===== src/rtl/wm_sense_timer.sv =====
// Plant model for the washing-machine controller: water level, wash-cycle and spin timers on a prescaled tick.
// Status outputs are registered state or decodes of registered state; there is no backpressure.
module wm_sense_timer #(
  parameter int TICK_DIV    = 10,
  parameter int LEVEL_MAX   = 20,
  parameter int CYCLE_TICKS = 100,
  parameter int SPIN_TICKS  = 50
) (
  input  logic       clk,
  input  logic       reset,
  input  logic       enable,
  input  logic       motor_on,
  input  logic       fill_value_on,
  input  logic       drain_value_on,
  input  logic       done,
  output logic       filled,
  output logic       drained,
  output logic       cycle_timeout,
  output logic       spin_timeout,
  output logic [7:0] level,
  output logic [7:0] wash_count
);

  localparam int PW = (TICK_DIV > 1) ? $clog2(TICK_DIV) : 1;
  localparam int CW = $clog2(CYCLE_TICKS + 1);
  localparam int SW = $clog2(SPIN_TICKS + 1);

  localparam logic [PW-1:0] PRESC_LAST = PW'(TICK_DIV - 1);
  localparam logic [7:0]    LVL_FULL   = 8'(LEVEL_MAX);
  localparam logic [CW-1:0] CYC_MAX    = CW'(CYCLE_TICKS);
  localparam logic [CW-1:0] CYC_PRE    = CW'(CYCLE_TICKS - 1);
  localparam logic [SW-1:0] SPIN_MAX   = SW'(SPIN_TICKS);
  localparam logic [SW-1:0] SPIN_PRE   = SW'(SPIN_TICKS - 1);

  logic [PW-1:0] presc_q, presc_d;
  logic [7:0]    level_q, level_d;
  logic [CW-1:0] cyc_cnt_q, cyc_cnt_d;
  logic [SW-1:0] spin_cnt_q, spin_cnt_d;
  logic          cyc_to_q, cyc_to_d;
  logic          spin_to_q, spin_to_d;
  logic [7:0]    wash_q, wash_d;
  logic          done_q;

  logic tick;
  logic done_rise;
  logic spinning;

  assign tick      = enable && (presc_q == PRESC_LAST);
  assign done_rise = done && !done_q;
  assign spinning  = drain_value_on && (level_q == 8'd0);

  always_comb begin
    presc_d = presc_q;
    if (enable) begin
      presc_d = tick ? '0 : presc_q + PW'(1);
    end
  end

  // Opposing valves cancel; the level never wraps past either bound.
  always_comb begin
    level_d = level_q;
    if (tick) begin
      if (fill_value_on && !drain_value_on && (level_q < LVL_FULL)) begin
        level_d = level_q + 8'd1;
      end else if (drain_value_on && !fill_value_on && (level_q != 8'd0)) begin
        level_d = level_q - 8'd1;
      end
    end
  end

  always_comb begin
    cyc_cnt_d = cyc_cnt_q;
    cyc_to_d  = cyc_to_q;
    if (done_rise || !motor_on) begin
      cyc_cnt_d = '0;
      cyc_to_d  = 1'b0;
    end else if (tick && (cyc_cnt_q != CYC_MAX)) begin
      cyc_cnt_d = cyc_cnt_q + CW'(1);
      if (cyc_cnt_q == CYC_PRE) begin
        cyc_to_d = 1'b1;
      end
    end
  end

  always_comb begin
    spin_cnt_d = spin_cnt_q;
    spin_to_d  = spin_to_q;
    if (done_rise || !spinning) begin
      spin_cnt_d = '0;
      spin_to_d  = 1'b0;
    end else if (tick && (spin_cnt_q != SPIN_MAX)) begin
      spin_cnt_d = spin_cnt_q + SW'(1);
      if (spin_cnt_q == SPIN_PRE) begin
        spin_to_d = 1'b1;
      end
    end
  end

  always_comb begin
    wash_d = wash_q;
    if (done_rise && (wash_q != 8'hFF)) begin
      wash_d = wash_q + 8'd1;
    end
  end

  always_ff @(posedge clk or posedge reset) begin
    if (reset) begin
      presc_q    <= '0;
      level_q    <= 8'd0;
      cyc_cnt_q  <= '0;
      spin_cnt_q <= '0;
      cyc_to_q   <= 1'b0;
      spin_to_q  <= 1'b0;
      wash_q     <= 8'd0;
      done_q     <= 1'b0;
    end else begin
      presc_q    <= presc_d;
      level_q    <= level_d;
      cyc_cnt_q  <= cyc_cnt_d;
      spin_cnt_q <= spin_cnt_d;
      cyc_to_q   <= cyc_to_d;
      spin_to_q  <= spin_to_d;
      wash_q     <= wash_d;
      done_q     <= done;
    end
  end

  assign filled        = (level_q == LVL_FULL);
  assign drained       = (level_q == 8'd0);
  assign cycle_timeout = cyc_to_q;
  assign spin_timeout  = spin_to_q;
  assign level         = level_q;
  assign wash_count    = wash_q;

endmodule


===== config.mk =====
export PLATFORM = sky130hd
export DESIGN_NAME = wm_sense_timer
export DESIGN_NICKNAME = d
export VERILOG_FILES = /design/src/rtl/wm_sense_timer.sv
export SDC_FILE = /design/constraint.sdc
export NUM_CORES = 1
export LEC_CHECK = 0
export ABC_CLOCK_PERIOD_IN_PS = 5200
export CAP_MARGIN = 20
export CELL_PAD_IN_SITES_DETAIL_PLACEMENT = 1
export CELL_PAD_IN_SITES_GLOBAL_PLACEMENT = 1
export CORE_MARGIN = 4
export CORE_UTILIZATION = 40
export CTS_CLUSTER_SIZE = 12
export DETAILED_ROUTE_END_ITERATION = 8
export PLACE_DENSITY = 0.72
export SYNTH_ARGS = -nofsm -noshare
export SYNTH_HDL_FRONTEND = slang
export SYNTH_SLANG_ARGS = --single-unit

===== constraint.sdc =====
create_clock -name clk -period 5.2 [get_ports clk]
set_input_delay 1.04 -clock clk [delete_from_list [all_inputs] [get_ports clk]]
set_output_delay 1.04 -clock clk [all_outputs]
set_load 0.02 [all_outputs]

==> run summary, run 1 <==
The number of antenna violations at the first check in global routing came out at 0. In this run the critical register-to-register path is launched from level[7]. Leaving out fill and tap cells, the most frequent cell in the layout is sky130_fd_sc_hd__dfrtp_1.

The arrival time of the worst setup path is 3.55 ns. The maximum number of pins on one net before global-route repair came out at 37. The cell sitting at the root of the clock tree is a sky130_fd_sc_hd__clkbuf_8. The y dimension of the die came out at 78.1 um. The vias after detailed routing came out at 1468. In this run the most critical hold path is launched from wash_count[5]. The net count after synthesis came out at 206. Buffers added to address setup during post-CTS repair amount to 0. The share of final-layout standard cells stronger than drive strength 1 came out at 7.34%. The clock skew after layout is 0.00541 ns. The clock-pin slew of the registers on the worst-case setup and hold paths came out at 0.07 ns. For this configuration, the core starts out at a cell density of 41.3%. The number of global-route vias before repair came out at 1639. After Yosys synthesis, full adders, half adders and majority gates account for 9.29% of the synthesized area. The reg2reg setup slack is 2.31 ns. The biggest fanout along the worst timing path came out at 7.

The transition time at the pin with the least slew margin came out at 0.594 ns. The max-slew violation total from the final report is 0. After the first detailed-routing iteration, the DRC count stood at 51.

The count of nets left with antenna violations once routing finished came out at 0. STA classifies the critical path endpoint as a flop. The wire length after detailed routing is 4470 um. The summed negative setup slack over all endpoints is 0 ns. The global routing usage on met1 is 19.4%. The antenna cell count came out at 0. The count of unique library cells instantiated by Yosys came out at 40. The cell internal power dissipation came out at 0.770 mW.

Detailed placement finished with a half-perimeter wire length of 3280 um. The TritonCTS clock tree is built. The endpoint required time on the critical path is 5.37 ns. The cell row count came out at 25. The compound-cell area share of the yosys netlist is 10.8%. The met2 usage came out at 28.5%. The global routing met3 resource utilization came out at 4.13%. The total grt overflow is 0. The fill cell instance count of the final layout is 550. The floorplan step set the die width to 78.1 um. The floorplan step defined a die boundary enclosing 0.00610 mm2. The synthesized-area fraction occupied by xor and xnor cells came out at 11.6%. The total power divided by cell area is 525 mW/mm2. The final hold slack is 0.530 ns.

The completed layout was analyzed and its total power is 1.27 mW. For this run, the top clock speed supported by timing is 296 MHz. The final setup violation count is 0. The first detailed-routing pass took 4 iterations. The portion of the post-synthesis area used by sequential elements is 45.8%. The share of power burned in registers is 35.2%. The ratio of routed vias to standard cells is 5.15. The critical path in this run is classified as input pin to flop. The final count of hold timing violations is 0. The endpoint identified for the worst register-to-register timing path is level[7]. The share of total power in the clock network came out at 19.1%.

The worst setup path is launched from an input pin. The maximum number of buffers from clock root to sink came out at 2. The worst register-to-register path has a depth of 9. The analysis attributes to net switching a power of 0.495 mW. For hold timing, the worst endpoint is wash_count[5].

The final net count came out at 238. The fraction of power spent switching nets came out at 39.1%. In the layout the commonest cells are sky130_fd_sc_hd__dfrtp_1 (36), sky130_fd_sc_hd__clkdlybuf4s50_1 (26), sky130_fd_sc_hd__nor2_1 (20). After synthesis, the mean cell area works out to 10.6 um2. The global-route usage over all layers came out at 16.1%. Setup repair after global routing left no endpoint under its margin. The run finished with clean final reports. The congestion estimate from routability-driven global placement came to 0.816. Headroom to the max-slew limit came out at 60.2%. 27 I/O pins were placed. The largest vdd supply drop came out at 0.000250 V. The clock insertion delay at the later pin of the skew report came out at 0.28 ns.

After detailed routing, the average wire length per cell comes to 15.7 um. During synthesis, Yosys emitted a total of 0 warnings. The minimum period implied by the final worst setup slack is 3.38 ns. By area, the combinational part of the netlist is dominated by simple AND/OR/NAND/NOR gates. The standby leakage power came out at 1.04 nW. The share of the clock period used by the worst path is 65.0%. The core region is 0.00475 mm2. In this run the cell area of the synthesized design comes to 0.00197 mm2. The quantity of gates resized following cts came out at 0. During placement, the flow inserted port buffers numbering 26. The tightest min-delay check is of the flop to flop type.

After detailed routing, the number of remaining DRC violations is 0. The number of instances in the synthesized netlist is 185. The global-route wire length before repair is 7780 um. The area overhead of the layout relative to synthesis came out at 22.5%. The final core utilization came out at 50.7%. The number of sinks driven by the clock tree came out at 36. The power share of the combinational group is 45.8%. Buffers inserted to repair hold after CTS numbered 0. met2 is the most crowded layer. After synthesis the netlist holds a flip-flop and latch count of 36. The basic-gate share of the synthesized area counting and, or, nand and nor cells came out at 17.7%. The multiplexer area fraction after synthesis came out at 2.29%. Max-cap violations in this run came to 0. The number of buffers created by CTS is 5. The maximum level of the CTS H-tree came out at 2. The number of stages on the worst hold path is 1.
-- through the flow --
stage | instances | setup slack, ns | instance area (um2)
floorplan | 185 | 2.24 | 1970
global placement | 277 | 1.63 | 2300
detailed placement | 277 | 1.54 | 2300
CTS | 285 | 1.84 | 2410
global route | 285 | 1.68 | 2410
finish | 285 | 1.82 | 2410
-- area by class of cell --
type	count	area [um2]	share of cell area, %
timing repair buffer	27	268	11.1
clock buffer	6	72.6	3.01
multi-input combinational	138	1010	42.1
inverter	9	33.8	1.40
tap	67	83.8	3.48
clock inverter	2	35.0	1.45
sequential	36	901	37.4
-- worst max-delay path by stage --
stage	from	endpoint	cells after the start
finish	drain_value_on	level[7]	9
global route	drain_value_on	level[7]	9
CTS	drain_value_on	level[7]	9
detailed placement	drain_value_on	level[7]	9
global placement	drain_value_on	level[7]	9
floorplan	drain_value_on	level[7]	8
-- Yosys cell counts --
cell type | n | area (um2)
sky130_fd_sc_hd__buf_2 | 1 | 5.00
sky130_fd_sc_hd__fa_1 | 1 | 20.0
sky130_fd_sc_hd__nand4b_1 | 2 | 17.5
sky130_fd_sc_hd__o21a_1 | 1 | 7.51
sky130_fd_sc_hd__or2_2 | 1 | 6.26
sky130_fd_sc_hd__nand2_1 | 16 | 60.1
sky130_fd_sc_hd__nor4_1 | 1 | 6.26
sky130_fd_sc_hd__nor4b_4 | 1 | 23.8
sky130_fd_sc_hd__mux2_1 | 2 | 22.5
sky130_fd_sc_hd__or3_1 | 1 | 6.26
sky130_fd_sc_hd__o21ai_2 | 1 | 8.76
sky130_fd_sc_hd__a22o_1 | 1 | 8.76
sky130_fd_sc_hd__a31oi_1 | 2 | 12.5
sky130_fd_sc_hd__nand3_1 | 4 | 20.0
sky130_fd_sc_hd__and4b_1 | 2 | 20.0
sky130_fd_sc_hd__xnor2_1 | 11 | 96.3
sky130_fd_sc_hd__nor2_1 | 20 | 75.1
sky130_fd_sc_hd__a211oi_1 | 1 | 7.51
sky130_fd_sc_hd__a41oi_1 | 2 | 17.5
sky130_fd_sc_hd__and4_1 | 1 | 8.76
sky130_fd_sc_hd__xor2_1 | 15 | 131
sky130_fd_sc_hd__nor4bb_1 | 2 | 20.0
sky130_fd_sc_hd__a211oi_2 | 2 | 25.0
sky130_fd_sc_hd__o21ai_0 | 7 | 35.0
sky130_fd_sc_hd__o21bai_1 | 2 | 15.0
sky130_fd_sc_hd__nand4_1 | 5 | 31.3
sky130_fd_sc_hd__a21o_1 | 3 | 22.5
sky130_fd_sc_hd__dfrtp_1 | 36 | 901
sky130_fd_sc_hd__a21oi_1 | 6 | 30.0
sky130_fd_sc_hd__and3_1 | 3 | 18.8
sky130_fd_sc_hd__nor2b_1 | 1 | 6.26
sky130_fd_sc_hd__nor3_1 | 2 | 10.0
sky130_fd_sc_hd__inv_1 | 9 | 33.8
sky130_fd_sc_hd__or3_4 | 1 | 11.3
sky130_fd_sc_hd__o41a_1 | 1 | 11.3
sky130_fd_sc_hd__nand2b_1 | 1 | 6.26
sky130_fd_sc_hd__a311o_1 | 1 | 10.0
sky130_fd_sc_hd__ha_1 | 13 | 163
sky130_fd_sc_hd__mux2_2 | 2 | 22.5
sky130_fd_sc_hd__buf_6 | 1 | 11.3
-- state kept, by name, summed over array words and instances, names as in the netlist --
signal	flops
cyc_cnt_q	7
cycle_timeout	1
done_q	1
level	8
presc_q	4
spin_cnt_q	6
spin_timeout	1
wash_count	8
-- per-layer routing --
| layer | vias up | share of wire [%] |
|---|---|---|
| li1 | 709 | - |
| met1 | 735 | 46 |
| met2 | 19 | 50 |
| met3 | 5 | 2.7 |
| met4 | 0 | 1.0 |
| met5 | - | 0 |
-- kinds of logic after synthesis --
group,count (synthesis)
compound gates,30
xor+xnor,26
fa+ha+maj,14
buf+inv,11
flops,36
mux,4
simple gates,64
-- power groups by stage --
| stage | combinational, mW | sequential, mW | clock [mW] |
|---|---|---|---|
| floorplan | 0.324 | 0.489 | 0 |
| global placement | 0.557 | 0.441 | 0 |
| CTS | 0.585 | 0.447 | 0.248 |
| detailed placement | 0.578 | 0.451 | 0 |
| global route | 0.646 | 0.460 | 0.261 |
| finish | 0.579 | 0.445 | 0.241 |
-- critical path, cell delays in order --
cell and delay [ns]:
sky130_fd_sc_hd__clkdlybuf4s50_1 0.48, sky130_fd_sc_hd__nor4b_4 0.41, sky130_fd_sc_hd__inv_1 0.23, sky130_fd_sc_hd__ha_1 0.35, sky130_fd_sc_hd__a211oi_1 0.25, sky130_fd_sc_hd__o21bai_1 0.10
sky130_fd_sc_hd__a21o_1 0.20, sky130_fd_sc_hd__a311o_1 0.32, sky130_fd_sc_hd__xor2_1 0.16
Note: power is estimated with default switching activity, not from simulation.
==> run 2: changes to the inputs <==
- ABC_CLOCK_PERIOD_IN_PS: 5200 -> 3500
- clock period: 5.2 -> 3.5 ns (I/O delays scaled with it)
==> run 2 against run 1 <==
Compared with the run above:
- critical path depth unchanged
- global-route usage is 0.11 points lower
- die area unchanged
- cell count increased by 0.35%
- register-to-register slack worse by 1.7 ns
- clock power rose by 48%
- sequential power rose by 48%
- cell area grew 0.31%
- critical endpoint unchanged
- largest cell class unchanged
==> run summary, run 2 (synthesized netlist as in run 1, its figures left out) <==
The total power divided by cell area is 776 mW/mm2 (was 525 mW/mm2). The y dimension of the die is 78.1 um (unchanged). The endpoint required time on the critical path came to 3.67 ns (was 5.37 ns). The floorplan core area is 0.00475 mm2 (unchanged).

The number of buffers inserted by hold repair at cts is 0 (unchanged). The final core utilization came out at 50.8% (was 50.7%). Result of the run: finished, final reports clean (unchanged). The max-slew violation total from the final report was 0 (unchanged). The clock-pin slew of the registers on the worst-case setup and hold paths came out at 0.07 ns (about the same).

The depth of the most critical reg-to-reg path is 9 (unchanged). The total I/O pin count came out at 27 (unchanged). The placer congestion estimate came out at 0.806 (was 0.816). The number of DRC markers after the initial detailed-route iteration came to 38 (was 51). The ratio of routed vias to standard cells is 5.25 (was 5.15). The number of global-route vias before repair was 1680 (was 1639).

The quantity of gates resized following cts is 0 (unchanged). The most common library cell in the layout ignoring fill and taps is sky130_fd_sc_hd__dfrtp_1 (unchanged). The final setup violation count came out at 0 (unchanged). The sum of met2 wire segment lengths after detailed routing came to 2270 um (was 2240 um). The global-route usage over all layers came out at 16.0% (was 16.1%). The TritonCTS clock tree is built (unchanged). The highest metal layer with signal wires was met4 (unchanged).

The global-route wire length before repair came out at 7750 um (was 7780 um). The quantity of I/O buffers inserted on ports came out at 26 (unchanged). The largest stage delay on the critical path was 0.48 ns (about the same). Setup repair after global routing missed its margin: false (unchanged). The cell row count is 25 (unchanged).

The clock insertion delay at the later pin of the skew report was 0.28 ns (about the same). The arrival time of the worst setup path came to 3.22 ns (was 3.55 ns). The transition time at the pin with the least slew margin came out at 0.651 ns (was 0.594 ns). The maximum level of the CTS H-tree came to 2 (unchanged). The die outline width is 78.1 um (unchanged). The overall die area is 0.00610 mm2 (unchanged). The maximum number of pins on one net before global-route repair is 37 (unchanged). Most frequent cells in the layout: sky130_fd_sc_hd__dfrtp_1 (36), sky130_fd_sc_hd__clkdlybuf4s50_1 (26), sky130_fd_sc_hd__nor2_1 (20) (unchanged). The count of maximum capacitance violations came to 0 (unchanged). The classification of the worst-slack hold path is flop to flop (unchanged). The critical path depth in cells is 9 (unchanged).

The number of stages on the worst hold path came to 2 (was 1). The final net count is 239 (was 238). List of cells traversed by the critical path: clkdlybuf4s50_1, nor4b_4, inv_1, ha_1, a211oi_1, o21bai_1, a21o_1, a311o_1, xor2_1 (unchanged). The number of iterations in the first detailed-routing pass is 4 (unchanged). The wire length after detailed routing was 4440 um (was 4470 um). The number of sinks driven by the clock tree is 36 (unchanged).

The summed negative setup slack over all endpoints is 0 ns (unchanged). The fill cell instance count of the final layout is 543 (was 550). The critical path startpoint category is an input pin (unchanged). The mean routed wirelength per cell came to 15.5 um (was 15.7 um). The maximum number of buffers from clock root to sink is 2 (unchanged). The effective utilization at floorplan came out at 41.3% (unchanged). Dividing the final minimum period by the clock period gives 87.2%. The critical path's top delay family was compound AO/OA/AOI/OAI gates (unchanged). The max-slew headroom at the worst pin is 56.4% (was 60.2%). The number of nets with antenna violations after detailed routing came out at 0 (unchanged). The root buffer cell is sky130_fd_sc_hd__clkbuf_8 (unchanged). The area overhead of the layout relative to synthesis is 22.9% (was 22.5%). The minimum period implied by the final worst setup slack came out at 3.05 ns. The worst path buffer plus inverter count came to 2 (unchanged).

The category of the worst setup path capture point is a flop (unchanged). The detailed route wirelength on metal3 is 150 um (was 119 um). The total grt overflow came out at 0 (unchanged). The antenna cell count came to 0 (unchanged). The total setup buffers inserted after CTS is 0 (unchanged).

The number of antenna violations at the first check in global routing is 0 (unchanged). The biggest fanout along the worst timing path was 7 (unchanged). The final count of hold timing violations came to 0 (unchanged). The number of buffers created by CTS is 5 (unchanged). The standby leakage power is 1.04 nW (about the same). The total half-perimeter wirelength after legalization and detailed placement was 3380 um (was 3280 um). The largest vdd supply drop came to 0.000331 V (was 0.000250 V). The remaining routing DRC violations came to 0 (unchanged). The master of the slowest instance on the critical path is sky130_fd_sc_hd__clkdlybuf4s50_1 (unchanged). The vias after detailed routing is 1502 (was 1468). The share of final-layout standard cells stronger than drive strength 1 is 7.76% (was 7.34%).

The routed metal-1 wire length came to 1920 um (was 2070 um). The class of the most critical setup path is input pin to flop (unchanged). The fmax came out at 328 MHz. The clock skew after layout is 0.00394 ns (was 0.00541 ns).
==> run 2: cell count changes in the layout (fill, tap and decap cells not counted), sizes merged <==
cell  delta
buf      +1
==> run 2: path summary, 6_finish.rpt <==
check                          startpoint             to  slack [ns]
max in group asynchronous           reset  spin_cnt_q[2]        2.36
hold reg to reg              spin_timeout   spin_timeout        0.51
min in group asynchronous           reset     presc_q[1]        0.81
setup reg to reg                 level[7]       level[7]        0.60
setup / recovery           drain_value_on       level[7]        0.45
hold / removal               spin_timeout   spin_timeout        0.51
==> run 2: layout make-up <==
class,instances,area (um2),share of cell area (%)
clock buffer,6,72.6,3.00
sequential,36,901,37.3
multi-input combinational,138,1010,42.0
clock inverter,2,35.0,1.45
timing repair buffer,28,275,11.4
tap,67,83.8,3.47
inverter,9,33.8,1.40
==> run 2: stage by stage <==
step	setup slack (ns)	power, mW	std cells	hold WS [ns]	cell area (um2)
6_report	0.447	1.88	286	0.506	2420
5_1_grt	0.370	2.02	286	0.551	2420
4_1_cts	0.452	1.91	286	0.510	2420
2_1_floorplan	0.739	1.21	185	0.496	1970
3_3_place_gp	0.262	1.49	278	0.483	2310
3_5_place_dp	0.141	1.54	278	0.496	2310
==> run 2: where the power goes <==
part / switching (mW) / internal (mW) / total [mW]
combinational: 0.446 / 0.416 / 0.862
clock: 0.144 / 0.211 / 0.356
sequential: 0.140 / 0.517 / 0.658
==> run 2: worst min-delay path, cell delays in order (launching register included) <==
cell	delay, ns
sky130_fd_sc_hd__dfrtp_1	0.35
sky130_fd_sc_hd__a31oi_1	0.04
sky130_fd_sc_hd__nor2_1	0.07
==> run 2: routing by layer <==
metal	GRT usage, %	vias up
met5	0	-
met4	5.77	0
met3	4.47	12
met2	27.9	25
met1	18.7	756
li1	-	709
==> variant (settings of run 2) <==
Add an input register stage for `enable`, `motor_on`, `fill_value_on`, `drain_value_on` and `done`, cleared by the reset; this delays them by one clock.
--- a/src/rtl/wm_sense_timer.sv
+++ b/src/rtl/wm_sense_timer.sv
@@ -34,2 +34,24 @@
 
+  logic enable_q;
+  logic motor_on_q;
+  logic fill_value_on_q;
+  logic drain_value_on_q;
+  logic done_r;
+
+  always_ff @(posedge clk or posedge reset) begin
+    if (reset) begin
+      enable_q         <= '0;
+      motor_on_q       <= '0;
+      fill_value_on_q  <= '0;
+      drain_value_on_q <= '0;
+      done_r           <= '0;
+    end else begin
+      enable_q         <= enable;
+      motor_on_q       <= motor_on;
+      fill_value_on_q  <= fill_value_on;
+      drain_value_on_q <= drain_value_on;
+      done_r           <= done;
+    end
+  end
+
   logic [PW-1:0] presc_q, presc_d;
@@ -47,5 +69,5 @@
 
-  assign tick      = enable && (presc_q == PRESC_LAST);
-  assign done_rise = done && !done_q;
-  assign spinning  = drain_value_on && (level_q == 8'd0);
+  assign tick      = enable_q && (presc_q == PRESC_LAST);
+  assign done_rise = done_r && !done_q;
+  assign spinning  = drain_value_on_q && (level_q == 8'd0);
 
@@ -53,3 +75,3 @@
     presc_d = presc_q;
-    if (enable) begin
+    if (enable_q) begin
       presc_d = tick ? '0 : presc_q + PW'(1);
@@ -62,5 +84,5 @@
     if (tick) begin
-      if (fill_value_on && !drain_value_on && (level_q < LVL_FULL)) begin
+      if (fill_value_on_q && !drain_value_on_q && (level_q < LVL_FULL)) begin
         level_d = level_q + 8'd1;
-      end else if (drain_value_on && !fill_value_on && (level_q != 8'd0)) begin
+      end else if (drain_value_on_q && !fill_value_on_q && (level_q != 8'd0)) begin
         level_d = level_q - 8'd1;
@@ -73,3 +95,3 @@
     cyc_to_d  = cyc_to_q;
-    if (done_rise || !motor_on) begin
+    if (done_rise || !motor_on_q) begin
       cyc_cnt_d = '0;
@@ -123,3 +145,3 @@
       wash_q     <= wash_d;
-      done_q     <= done;
+      done_q     <= done_r;
     end
Formal check against the unedited RTL: not equivalent (a bounded check fails within 4 cycles, from zero or initial values and one cycle with reset high).
==> variant against run 2 <==
Sequential power increased by 8.1%. Setup slack got worse by 0.027 ns. Wire length increased by 6.8%. Synthesized area increased by 6.4%. Cell count increased by 2.8%. Total power increased by 1.6%. Clock power increased by 15%. Sequential cell count increased by 5. Cell area increased by 6.7%. Largest power group unchanged. Highest routed layer unchanged.
==> variant: results (changes against run 2) <==
<table>
<tr><th>Metric</th><th>Value</th></tr>
<tr><th colspan="2">Setup path</th></tr>
<tr><td>Peak fanout along the critical path</td><td>6 (-1)</td></tr>
<tr><td>Data arrival time of the worst path</td><td>2.38 ns (-0.84 ns)</td></tr>
<tr><th colspan="2">Synth</th></tr>
<tr><td>Part of the Yosys area used for sequential elements</td><td>49.1% (+3.2 points)</td></tr>
<tr><td>Net Count, Synth</td><td>211 (+2.4%)</td></tr>
<tr><td>Dominant cells by area after synthesis</td><td>dfrtp_1 49%, ha_1 7.8%, xor2_1 6.3%</td></tr>
<tr><td>Synth cell count leaders</td><td>41 x dfrtp_1, 20 x nor2_1, 16 x nand2_1</td></tr>
<tr><td>XOR/XNOR share of the synthesized area</td><td>10.9% (-0.69 points)</td></tr>
<tr><td>Adder-cell share of the synthesized area</td><td>8.74% (-0.56 points)</td></tr>
<tr><th colspan="2">Global route</th></tr>
<tr><td>GRT Util Overall</td><td>16.7% (+0.69 points)</td></tr>
<tr><td>GR Layer Usage met1</td><td>20.8% (+2.1 points)</td></tr>
<tr><td>Via count of the first global-routing pass</td><td>1,714 (+2.0%)</td></tr>
<tr><td>Met3 capacity usage during global routing</td><td>4.71% (+0.24 points)</td></tr>
<tr><td>Maximum number of pins on one net before global-route repair</td><td>27 (-27%)</td></tr>
<tr><td>First-pass GRT wire length</td><td>8.29 mm (+6.9%)</td></tr>
<tr><td>Global routing met2 resource utilization</td><td>27.4% (-0.51 points)</td></tr>
<tr><th colspan="2">Detailed routing</th></tr>
<tr><td>DRT iter0 DRCs</td><td>59 (+55%)</td></tr>
<tr><td>Final Routed Wirelength</td><td>4.74 mm (+6.8%)</td></tr>
<tr><td>Via count</td><td>1,529 (+1.8%)</td></tr>
<tr><th colspan="2">Status</th></tr>
<tr><td>Run status</td><td>completed</td></tr>
<tr><th colspan="2">STA</th></tr>
<tr><td>Worst-case headroom to the max-slew limit</td><td>55.5% (-0.88 points)</td></tr>
<tr><th colspan="2">Place</th></tr>
<tr><td>Detail Placement HPWL</td><td>3.49 mm (+3.1%)</td></tr>
<tr><td>Global placer's final weighted congestion</td><td>0.833 (+3.4%)</td></tr>
<tr><td>Placement Cell Area</td><td>0.00243 mm² (+5.3%)</td></tr>
<tr><td>Post-Place Setup Slack</td><td>0.630 ns (+0.489 ns)</td></tr>
<tr><th colspan="2">Cells and area</th></tr>
<tr><td>Number of nets in the layout</td><td>244 (+2.1%)</td></tr>
<tr><td>Fillcell total</td><td>553 (+1.8%)</td></tr>
<tr><th colspan="2">Power</th></tr>
<tr><td>Switching pwr</td><td>720 µW (-1.5%)</td></tr>
<tr><td>Clock network power share</td><td>21.4% (+2.4 points)</td></tr>
<tr><th colspan="2">Clocking</th></tr>
<tr><td>Clk_lat worst skew</td><td>0.30 ns (+0.02 ns)</td></tr>
</table>
variant: worst paths after layout:
kind | startpoint | cells past startpoint | to | slack [ns]
worst min-delay path | done_r | 0 | done_q | 0.43
worst max-delay path | level[0] | 3 | drained | 0.42
max in group asynchronous | reset | 4 | fill_value_on_q | 2.24
worst min register to register | done_r | 0 | done_q | 0.43
min in group asynchronous | reset | 2 | drain_value_on_q | 0.60
worst max register to register | level[6] | 9 | level[7] | 0.63
variant: kinds of logic after synthesis:
| family | Yosys count |
|---|---|
| and+or+nand+nor | 64 |
| DFF | 41 |
| AOI/OAI and AO/OA | 30 |
| xor gates and xnor gates | 26 |
| adders and majority gates | 14 |
| buffers and inverters | 11 |
| muxes | 4 |
variant: stage by stage:
| step | std cells | hold WS, ns | total power, µW |
|---|---|---|---|
| 3_5_place_dp | 285 | 0.405 | 1510 |
| 3_3_place_gp | 285 | 0.391 | 1460 |
| 6_report | 294 | 0.434 | 1910 |
| 5_1_grt | 294 | 0.452 | 2040 |
| 4_1_cts | 293 | 0.417 | 1930 |
| 2_1_floorplan | 190 | 0.375 | 1210 |
variant: metal layers:
layer  share of wire [%]  routed length, µm
met1                  44               2110
met2                  50               2380
met3                 3.5                164
met4                 1.9                 88
met5                   0                  0
variant: cell type report:
class	count	area [µm²]	share of cell area (%)
clock inverter	2	37.5	1.46
multi-input combinational	138	1010	39.4
timing repair buffer	28	295	11.5
inverter	9	33.8	1.31
clock buffer	6	82.6	3.20
sequential	41	1030	39.8
tap	70	87.6	3.40
variant: critical path, stage by stage (launching register included):
cell	delay, ns
dfrtp_1	0.49
or3_1	0.46
nor4_1	0.44
clkdlybuf4s50_1	0.70
